**src/rtl/ifu_pkg.sv**
```systemverilog
// Shared definitions for the instruction fetch unit.
// Holds the fetch FSM state encoding, the default reset fetch address,
// the buffer geometry and a word-alignment helper.
package ifu_pkg;

  typedef enum logic [1:0] {
    ST_IDLE  = 2'd0,
    ST_REQ   = 2'd1,
    ST_WAIT  = 2'd2,
    ST_FLUSH = 2'd3
  } ifu_state_t;

  localparam logic [31:0] IFU_RESET_PC  = 32'h0000_3000;
  localparam int          IFU_BUF_DEPTH = 2;
  // Buffer entry layout: {pc[31:0], instruction[31:0]}
  localparam int          IFU_ENTRY_W   = 64;

  // Force an address onto a word boundary.
  function automatic logic [31:0] word_align(input logic [31:0] a);
    return a & 32'hFFFF_FFFC;
  endfunction

endpackage

```
**src/rtl/ifu_fifo.sv**
```systemverilog
// Small FIFO holding fetched {pc, instruction} entries for decode.
// Latency: a push is visible at the head on the cycle after it is written.
// Backpressure: pushes are dropped when full unless a pop frees a slot; flush wins over push/pop.
// Ports: clk/rst_n; push/wdata write side; pop/rdata read side (head); flush empties; count = occupancy.
module ifu_fifo
  import ifu_pkg::*;
#(
  parameter int DEPTH = IFU_BUF_DEPTH,
  parameter int W     = IFU_ENTRY_W
) (
  input  logic                         clk,
  input  logic                         rst_n,
  input  logic                         push,
  input  logic                         pop,
  input  logic                         flush,
  input  logic [W-1:0]                 wdata,
  output logic [W-1:0]                 rdata,
  output logic [$clog2(DEPTH+1)-1:0]   count
);

  localparam int CW = $clog2(DEPTH + 1);
  localparam int PW = (DEPTH > 1) ? $clog2(DEPTH) : 1;
  localparam logic [CW-1:0] FULL = CW'(DEPTH);

  logic [W-1:0]  mem [DEPTH];
  logic [PW-1:0] wr_ptr;
  logic [PW-1:0] rd_ptr;
  logic          do_push;
  logic          do_pop;

  assign do_pop  = pop && (count != '0);
  assign do_push = push && ((count != FULL) || do_pop);

  // Head comes straight from storage so decode sees it without an extra stage.
  assign rdata = mem[rd_ptr];

  always_ff @(posedge clk or negedge rst_n) begin
    if (!rst_n) begin
      for (int i = 0; i < DEPTH; i++) begin
        mem[i] <= '0;
      end
      wr_ptr <= '0;
      rd_ptr <= '0;
      count  <= '0;
    end else if (flush) begin
      wr_ptr <= '0;
      rd_ptr <= '0;
      count  <= '0;
    end else begin
      if (do_push) begin
        mem[wr_ptr] <= wdata;
        wr_ptr      <= wr_ptr + 1'b1;
      end
      if (do_pop) begin
        rd_ptr <= rd_ptr + 1'b1;
      end
      case ({do_push, do_pop})
        2'b10:   count <= count + 1'b1;
        2'b01:   count <= count - 1'b1;
        default: count <= count;
      endcase
    end
  end

endmodule

```
**src/rtl/ifu.sv**
```systemverilog
// Instruction fetch unit: one outstanding word fetch at a time, results queued for decode.
// Latency: grant -> rvalid -> inst_valid on the following cycle; one fetch per two cycles at best.
// Backpressure: stops requesting while the 2-entry buffer is full; redirect flushes buffer and in-flight data.
// Ports: clk, rst_n; npc_i/redirect from next-PC logic; imem_req/imem_addr/imem_gnt request side;
// imem_rvalid/imem_rdata response side; inst_valid/inst_ready/inst/inst_pc towards decode.
module ifu
  import ifu_pkg::*;
#(
  parameter logic [31:0] RESET_PC  = IFU_RESET_PC,
  parameter int          BUF_DEPTH = IFU_BUF_DEPTH
) (
  input  logic        clk,
  input  logic        rst_n,
  input  logic [31:0] npc_i,
  input  logic        redirect,
  output logic        imem_req,
  output logic [31:0] imem_addr,
  input  logic        imem_gnt,
  input  logic        imem_rvalid,
  input  logic [31:0] imem_rdata,
  output logic        inst_valid,
  input  logic        inst_ready,
  output logic [31:0] inst,
  output logic [31:0] inst_pc
);

  localparam int CW = $clog2(BUF_DEPTH + 1);
  localparam logic [CW-1:0] FULL = CW'(BUF_DEPTH);

  ifu_state_t  state;
  ifu_state_t  state_nxt;
  logic [31:0] pc;
  logic [31:0] pc_nxt;
  logic        push;
  logic        pop;
  logic [CW-1:0] count;
  logic [IFU_ENTRY_W-1:0] head;

  // Requests only go out when a returned word is guaranteed a buffer slot.
  assign imem_req   = (state == ST_REQ) && (count != FULL);
  assign imem_addr  = pc;
  assign inst_valid = (count != '0);
  assign pop        = inst_valid && inst_ready;
  assign inst       = head[31:0];
  assign inst_pc    = head[63:32];

  always_ff @(posedge clk or negedge rst_n) begin
    if (!rst_n) begin
      state <= ST_IDLE;
      pc    <= word_align(RESET_PC);
    end else begin
      state <= state_nxt;
      pc    <= pc_nxt;
    end
  end

  always_comb begin
    state_nxt = state;
    pc_nxt    = pc;
    push      = 1'b0;
    unique case (state)
      ST_IDLE: begin
        state_nxt = ST_REQ;
      end
      ST_REQ: begin
        // A grant alongside a redirect fetches a stale address: its data must be dropped.
        if (imem_req && imem_gnt) begin
          state_nxt = redirect ? ST_FLUSH : ST_WAIT;
        end
      end
      ST_WAIT: begin
        if (imem_rvalid) begin
          state_nxt = ST_REQ;
          if (!redirect) begin
            push   = 1'b1;
            pc_nxt = pc + 32'd4;
          end
        end else if (redirect) begin
          state_nxt = ST_FLUSH;
        end
      end
      ST_FLUSH: begin
        // The stale response always ends the flush, even if another redirect
        // arrives with it; nothing else is in flight to wait for.
        if (imem_rvalid) begin
          state_nxt = ST_REQ;
        end
      end
      default: begin
        state_nxt = ST_IDLE;
      end
    endcase
    if (redirect) begin
      pc_nxt = word_align(npc_i);
    end
  end

  ifu_fifo #(
    .DEPTH (BUF_DEPTH),
    .W     (IFU_ENTRY_W)
  ) u_buf (
    .clk   (clk),
    .rst_n (rst_n),
    .push  (push),
    .pop   (pop),
    .flush (redirect),
    .wdata ({pc, imem_rdata}),
    .rdata (head),
    .count (count)
  );

endmodule

```
**config.mk**
```make
export PLATFORM = sky130hd
export DESIGN_NAME = ifu
export DESIGN_NICKNAME = d
export VERILOG_FILES = /design/src/rtl/ifu_pkg.sv /design/src/rtl/ifu_fifo.sv /design/src/rtl/ifu.sv
export SDC_FILE = /design/constraint.sdc
export NUM_CORES = 1
export LEC_CHECK = 0
export ABC_CLOCK_PERIOD_IN_PS = 2800
export CAP_MARGIN = 20
export CELL_PAD_IN_SITES_DETAIL_PLACEMENT = 0
export CELL_PAD_IN_SITES_GLOBAL_PLACEMENT = 1
export CORE_UTILIZATION = 40
export CTS_CLUSTER_SIZE = 10
export DETAILED_ROUTE_END_ITERATION = 10
export PLACE_DENSITY_LB_ADDON = 0.1
export SETUP_SLACK_MARGIN = 0.15
export SLEW_MARGIN = 10
export SYNTH_ARGS = -nofsm -noshare
export SYNTH_HDL_FRONTEND = slang
export SYNTH_SLANG_ARGS = --single-unit
```
**constraint.sdc**
```tcl
create_clock -name clk -period 2.8 [get_ports clk]
set_input_delay 0.42 -clock clk [delete_from_list [all_inputs] [get_ports clk]]
set_output_delay 0.42 -clock clk [all_outputs]
set_load 0.01 [all_outputs]
```
# After elaboration in Yosys (flattened, before gate mapping)
# Cells that the tools add are included.
classes:
  addsub: 5
  order_cmp: 3
  eq_ne: 9
  muxes: 24
  bitwise: 3
  reduce_logical: 17
ops:
  columns: ["operator", "n"]
  rows:
  - ["64-bit 2-to-1 mux", 4]
  - ["128-bit bitwise mux", 1]
  - ["32-bit 2-to-1 mux", 3]
  - ["64-bit demux with 1-bit select", 1]
  - ["32-bit by 3-bit adder with 32-bit output, second input constant", 1]
  - ["2-bit 2-to-1 mux", 5]
  - ["2-bit nonzero test", 5]
  - ["1-bit 2-to-1 mux", 8]
  - ["2-bit one-hot mux with 4 select lines", 1]
  - ["2-bit == test, second input constant", 3]
  - ["1-bit logical AND", 6]
  - ["2-bit by 1-bit == test with 1-bit output, second input constant", 2]
  - ["2-bit >= comparator, second input constant", 2]
  - ["2-bit != test, second input constant", 2]
  - ["1-bit NOT with 2-bit output", 2]
  - ["2-bit one-hot mux with 2 select lines", 1]
  - ["2-bit AND reduction", 2]
  - ["3-bit != test, second input constant", 1]
  - ["3-bit AND reduction", 1]
  - ["3-bit nonzero test", 1]
  - ["1-bit adder, second input constant", 2]
  - ["2-bit by 1-bit adder with 2-bit output, second input constant", 1]
  - ["2-bit zero test", 1]
  - ["2-bit by 1-bit < comparator with 1-bit output, second input constant", 1]
  - ["4 further kinds", 4]
word_totals:
  ff_bits: 166
  inputBits: 70
  output_inout_bits: 98
  word_cells: 68

# Depth between registers and ports, before layout
# Gate-level depths: netlist of run 1.
depth:
  ltp_word: 8
  mapped_depth: 9
  ltp_nobuf: 7

# Hierarchy
# A second synthesis of run 1 with hierarchy kept.
unflattened:
  hier_cells: 572
  hier_area_um2: 7820.0
by_module_without_submodules:
  columns: ["mod", "n_inst", "cells_each", "area_per_inst_um2", "seq_area_each_um2"]
  rows:
  - ["ifu_fifo", 1, 365, 5913.2, 3303.2]
  - ["ifu", 1, 207, 1906.8, 803.3]

# Worst setup path after synthesis of run 1
# OpenSTA, ideal clock, no wires.
synth_timing:
  path_type: "register -> register"
  from: "register state[0]"
  to: "register pc[20], in the netlist imem_addr[20]"
  setup_ns: 0.125
  arrival_ns: 1.884
  t_required_ns: 2.675
  setup_slack_ns: 0.791
  path_stages_with_launch: 9
  path_buffers: 1
  synth_period_minus_slack_ns: 2.009
  cell_sequence: "dfrtp_1 -> inv_1 -> ha_1 -> clkbuf_2 -> nand4_1 -> nor4_2 -> nand2_1 -> xnor2_1 -> mux2_2"
synth_between:
  elab_chain_cells: 3
synth_lines:
  columns: ["item", "line", "rtl"]
  rows:
  - ["start: declaration", "ifu.sv:30", "ifu_state_t state;"]
  - ["start signal: assignment", "ifu.sv:52", "state <= state_nxt;"]
  - ["2-bit == test", "ifu.sv:61", "unique case (state)"]
  - ["2-bit nonzero test (no source line)", null, null]
  - ["2-bit AND reduction (no source line)", null, null]
  - ["end signal: assignment", "ifu.sv:50", "pc <= word_align(RESET_PC);"]
  - ["end signal: assignment", "ifu.sv:53", "pc <= pc_nxt;"]
  - ["end: declaration", "ifu.sv:32", "logic [31:0] pc;"]
# No other way between the ends.
# A chain may end at the register's enable or synchronous reset.

# Final worst setup path of run 1
layout_timing:
  from: "register u_buf.rd_ptr"
  to: "output port inst_pc[30]"
layout_between:
  elab_chain_cells: 4
layout_lines:
  columns: ["item", "line", "rtl"]
  rows:
  - ["start: declaration", "ifu_fifo.sv:27", "logic [PW-1:0] rd_ptr;"]
  - ["start signal: assignment", "ifu_fifo.sv:55", "rd_ptr <= rd_ptr + 1'b1;"]
  - ["1-bit NOT with 2-bit output (not written as such)", "ifu_fifo.sv:35", "assign rdata = mem[rd_ptr];"]
  - ["64-bit 2-to-1 mux (not written as such) (3 in a row)", "ifu_fifo.sv:35", null]
  - ["end: declaration", "ifu.sv:24", "output logic [31:0] inst_pc"]
# No other way between the ends. The select of a mux whose other input is x is not followed.

==> run metrics, run 1 <==
DRT iter0 DRCs=roughly 240; worst vdd ir=around 0.45 mV; met2 usage=a little under a third; die area=19100 um2; vias=around 5000; PortBufs=161; H-tree depth=4; status=finished with violations; later-pin clock latency in the skew report=between 0.4 and 0.5 ns; slew of the pin with the lowest slew margin=around 0.61 ns; Tcrit/Tclk final=92.2%; Total GRT Usage=around a fifth; register bit total from synthesis=160; Critical Path Sink Type=primary output; Max Freq=just under 400 MHz; top post-synthesis cells by area=dfrtp_1 53%, mux2_2 29%, xnor2_1 2.2%; leading cell type in the layout, fill and taps excluded=mux2_2; Hold Fails Final Rpt=0; global-route wire length before repair=~28000 um; final setup fails=0; Core Rows=49; Pins Over Slew Limit=0; Worst Setup SP=u_buf.rd_ptr; r2r startpoint=state[0]; R2R depth=7; worst endpoint data arrival time=around 2.2 ns; Worst Setup Start Kind=register; I/O pin cnt=~170; Crit path required time=2.38 ns; Hold Crit Class=reg2reg; final instance area=about 10000 um2; share of cells above drive strength 1=~34%; Clock Pin Slew Worst Setup and Hold Paths=~0.06 ns; EDFF count, synth=0; wire per inst=about 18 um; crit path capture=inst_pc[30]; share of the synthesized area in the top cell type=a little over half; Cell Area, Synth=~7400 um2; Starting Density=about two fifths; Chip Width=138 um; Die Y=about 140 um; dominant cell type by area after synthesis=dfrtp_1; Placer Congestion=~0.74; Net count, final=about 800; grt peak-use layer=met2; hold depth=1; vias in the first global route=5287; fin crit period=roughly 2.6 ns; prevailing post-synth register cell=dfrtp_1; Leak=approximately 0.0044 uW; Reg2Reg Capture Point=u_buf.mem[118]; P&R area growth vs syn=34.0%; Synth warnings=0; Cell variety after synth=37; Post-Route Setup TNS=0 ns; global route total overflow=0; Post-synth ARST share=100%; ANT nets after route=0; cts bufs inserted=17; root buf cell=clkbuf_16; worst-case clock buffer depth=2; Hold Worst Slack=about 0.5 ns; post-DP HPWL=roughly 11000 um; Worst Clk Skew=just under 0.008 ns; Synth Instances=570; Crit Path Class=reg2out; most frequent cells in the layout=189 x mux2_2, 159 x clkdlybuf4s50_1, 157 x dfrtp_1; post-synthesis sequential area ratio=between 50% and 60%; final core occ=54.9%; GR met1 Demand/Resource=between 20% and 30%; CTS tree=yes; R2R setup slack=around 0.44 ns; setup bufs post-CTS=0; initial antenna violation count=1; maxcap violations=0; DR DRC count=between 40 and 50; CORE AREA=about 18000 um2; Cell Count, Final, Fillers Out=approximately 980; pwr/cell area=about 830 nW/um2; DRT Wirelength=between 15000 and 20000 um; Sink Count=160; Pre-Repair DR Iteration Count=7; placed cell area=approximately 9300 um2; RSZ-0062 raised after global routing=no; post-synthesis area per instance=about 13 um2; Worst Path Max Fanout=28; largest net degree at the start of global routing=64; Rel. slew slack=between 50% and 60%; GR Util met3=under 10%; placed insts=942; Via density=between 5 and 6; violated checks=design-rule violations
## cell type report
class / count / area, um2
fill: 1540 / 8160
sequential: 160 / 4010
multi-input combinational: 370 / 3230
timing repair buffer: 175 / 1770
clock buffer: 21 / 460
tap: 229 / 287
clock inverter: 10 / 136
inverter: 9 / 33.8
antenna: 1 / 2.50
## per-stage QoR
stage,setup WS [ns],total power [uW]
4_1_cts,0.179,8330
6_report,0.219,8230
5_1_grt,0.150,8660
2_1_floorplan,0.791,4550
3_3_place_gp,0.345,5860
3_5_place_dp,0.315,5950
## registers in the layout, indices dropped and copies added, names as in the netlist
| name | cells |
|---|---|
| u_buf.mem | 124 |
| imem_addr | 30 |
| state | 2 |
| u_buf.count | 2 |
| u_buf.rd_ptr | 1 |
| u_buf.wr_ptr | 1 |
## cell usage after synthesis, types with 3 or more instances
cell type and instances:
nand3_1 10, buf_4 4, buf_1 5, inv_1 9
nor2_1 14, nand2_1 39, o21ai_1 7, xnor2_1 19
nand4_1 10, nor3_1 6, ha_1 4, and3_1 4
clkbuf_1 10, or2_2 3, o21ai_0 23, nor3_2 5
a21oi_1 3, mux2_2 189, xor2_1 13, buf_2 13
dfrtp_1 158
## power by group
group / internal [uW] / total [uW] / switching, uW
Sequential: 2870 / 3200 / 328
Clock: 1440 / 2350 / 905
Combinational: 1730 / 2690 / 962
## layer usage
layer	routed length [um]	vias to the layer above
met3	1000	18
met4	214	0
met2	8490	111
met1	7380	2440
met5	0	-
li1	-	2325
## how the worst min path moves through the flow
stage                        startpoint            end  slack (ns)
after global placement            rst_n  u_buf.mem[19]        0.43
final                      u_buf.mem[5]   u_buf.mem[5]        0.50
after global routing      u_buf.mem[34]  u_buf.mem[34]        0.52
after floorplan                   rst_n  imem_addr[10]        0.12
after CTS                 u_buf.mem[49]  u_buf.mem[49]        0.50
after detailed placement          rst_n  u_buf.mem[19]        0.43
## critical path, cell delays in order, from the launching register on
cell and delay, ns:
dfrtp_4 0.60, buf_12 0.26, mux2_2 0.36, clkdlybuf4s50_1 0.51
## cells by family after synthesis
family          synth area share, %
mux                            29.0
flops                          54.1
simple gates                   7.13
buf+inv                        2.63
compound gates                 2.65
xor+xnor                       3.78
fa+ha+maj                     0.676
other cells                  0.0506
## repair_timing
action,CTS,global route
hold buffers,1,0
resized for setup,0,0
endpoints found under the hold margin,37,0
Power figures use the tool's default switching activity.
==> inputs of run 2 (changes only) <==
--- a/config.mk
+++ b/config.mk
@@ -9,6 +9,7 @@
 export CAP_MARGIN = 20
 export CELL_PAD_IN_SITES_DETAIL_PLACEMENT = 0
 export CELL_PAD_IN_SITES_GLOBAL_PLACEMENT = 1
+export CORE_MARGIN = 2
 export CORE_UTILIZATION = 40
 export CTS_CLUSTER_SIZE = 10
 export DETAILED_ROUTE_END_ITERATION = 10
==> run 2 against run 1 <==
  * The run ends with design-rule violations, negative hold slack left
  * First-iteration DRC count increased by 5.1%
  * Via count is 0.20% higher
  * Combinational power barely moved
  * Power rose by 0.92%
  * Global-route usage down 0.54 points
  * Fmax rose by 2.8%
  * Non-clock buffer count is 1 higher
  * Die area increased by 2.9%
  * Critical endpoint is now inst[7]
  * Largest power group unchanged
==> run metrics, run 2 (synthesized netlist as in run 1, its figures left out) <==
P&R area growth vs syn=34.1%; Worst Clk Skew=0.0108 ns; slew of the pin with the lowest slew margin=0.679 ns; root buf cell=clkbuf_16; R2R depth=7; number of flip-flops in the largest register=124; wire per inst=17.8 um; DR DRC count=12; Comb pwr share=about a third; global route total overflow=0; violated checks=design-rule violations, negative hold slack; most flop-heavy register=u_buf.mem; global-route wire length before repair=around 28000 um; Worst Setup SP=u_buf.rd_ptr; CORE AREA=roughly 18000 um2; pwr/cell area=approximately 840 nW/um2; crit path cell chain=buf_4 -> mux2_2 -> clkdlybuf4s50_1; leading cell type in the layout, fill and taps excluded=mux2_2; Crit-path slowest cell=dfrtp_4; Cell Count, Final, Fillers Out=975; worst-case clock buffer depth=2; Placer Congestion=around 0.75; Clock Pin Slew Worst Setup and Hold Paths=about 0.06 ns; die area=19600 um2; RSZ-0062 raised after global routing=no; DRT iter0 DRCs=around 250; largest net degree at the start of global routing=73; # diodes=0; fin crit period=2.51 ns; Seq pwr share=38.5%; Worst Path Max Fanout=13; Critical Path Sink Type=primary output; R2R setup slack=0.51 ns; post-DP HPWL=11600 um; Via density=around 5.0; switch share=between 20% and 30%; post-CTS resize count=0; Hold Worst Slack=-0.0106 ns; Net count, final=roughly 810; vias in the first global route=5273; Sink Count=160; P_sw=2220 uW; Die Y=140 um; worst vdd ir=around 0.43 mV; CTS tree=yes; Tcrit/Tclk final=roughly nine tenths; Hold Crit Class=in2async; I/O pin cnt=between 150 and 200; Post-Route Setup TNS=0 ns; Pre-Repair DR Iteration Count=7; Reg2Reg Capture Point=u_buf.mem[99]; crit path capture=inst[7]; PortBufs=161; Rel. slew slack=a little over half; cts bufs inserted=17; share of cells above drive strength 1=approximately a third; Max Freq=between 300 and 400 MHz; initial antenna violation count=0; Core Rows=a little under 50; DRT Wirelength=around 17000 um; Crit path largest cell delay=approximately 0.57 ns; r2r startpoint=state[0]; worst endpoint data arrival time=about 2.1 ns; final setup fails=0; Leak=0.00437 uW; Clk pwr share=~29%; Chip Width=around 140 um; ANT nets after route=0; Starting Density=between 40% and 50%; placed insts=943; Worst Setup Start Kind=register; H-tree depth=4; setup bufs post-CTS=1; Total GRT Usage=between 10% and 20%; Critical Path Stages=3; Crit Path Class=reg2out; Int Pwr=6080 uW; vias=approximately 5000; status=finished with violations; most frequent cells in the layout=189 x mux2_2, 159 x clkdlybuf4s50_1, 157 x dfrtp_1; crit-path leading delay family=buffers and inverters; Hold Fails Final Rpt=9; CP bufs+invs=2; later-pin clock latency in the skew report=around 0.42 ns; Crit path required time=about 2.4 ns; Pins Over Slew Limit=0; CTS Hold Bufs=0; maxcap violations=0
==> run 2: per-layer routing <==
layer  GRT usage, %  wire, um
met1           23.4      7760
met2           30.6      8560
met5              0         0
met4           5.00       135
met3           5.44       925
==> run 2: through the flow <==
stage	setup WS, ns	total power, uW	util (%)	hold slack, ns	area [um2]
2_1_floorplan	0.791	4550	-	0.124	7420
3_3_place_gp	0.321	5860	51.6	0.477	9320
3_5_place_dp	0.286	5970	51.6	0.480	9320
4_1_cts	0.248	8420	54.9	0.0223	9930
5_1_grt	0.186	8760	54.9	0.0350	9930
6_report	0.289	8300	54.9	-0.0106	9930
==> run 2: layout make-up <==
class | count | area [um2]
clock buffers | 21 | 440
well taps | 229 | 287
flip-flops and latches | 160 | 4010
multi-input cells | 370 | 3230
repair buffers | 176 | 1770
inverters | 9 | 33.8
fillers | 1532 | 8150
clock inverters | 10 | 163
==> run 2: power by group through the flow <==
stage	clock (uW)	sequential, uW	combinational (uW)
2_1_floorplan	0	3140	1410
3_3_place_gp	0	3190	2670
3_5_place_dp	0	3240	2730
4_1_cts	2470	3200	2750
5_1_grt	2580	3270	2900
6_report	2400	3200	2710
==> run 2: how the worst min path moves through the flow <==
stage,from,end,slack [ns],cells after the start
after floorplan,rst_n,imem_addr[10],0.12,0
after global placement,rst_n,u_buf.mem[17],0.48,1
after detailed placement,rst_n,u_buf.mem[81],0.48,1
after CTS,rst_n,u_buf.mem[81],0.02,1
after global routing,rst_n,u_buf.mem[17],0.04,1
final,rst_n,u_buf.mem[81],-0.01,1
==> run 2: worst register-to-register path: cells and delay by family, from the launching register on <==
kind                       cells  cell delay [ns]
AOI/OAI and AO/OA              1             0.20
adders and majority gates      1             0.32
buffers and inverters          2             0.37
DFF                            1             0.41
muxes                          1             0.46
and+or+nand+nor                2             0.43
==> inputs of run 3 (changes only) <==
--- a/config.mk
+++ b/config.mk
@@ -6,7 +6,6 @@
 export NUM_CORES = 1
 export LEC_CHECK = 0
 export ABC_CLOCK_PERIOD_IN_PS = 2800
-export CAP_MARGIN = 20
 export CELL_PAD_IN_SITES_DETAIL_PLACEMENT = 0
 export CELL_PAD_IN_SITES_GLOBAL_PLACEMENT = 1
 export CORE_MARGIN = 2
==> results of run 3 <==
Same layout as run 2: the final DEF is identical, and so are final timing and power.
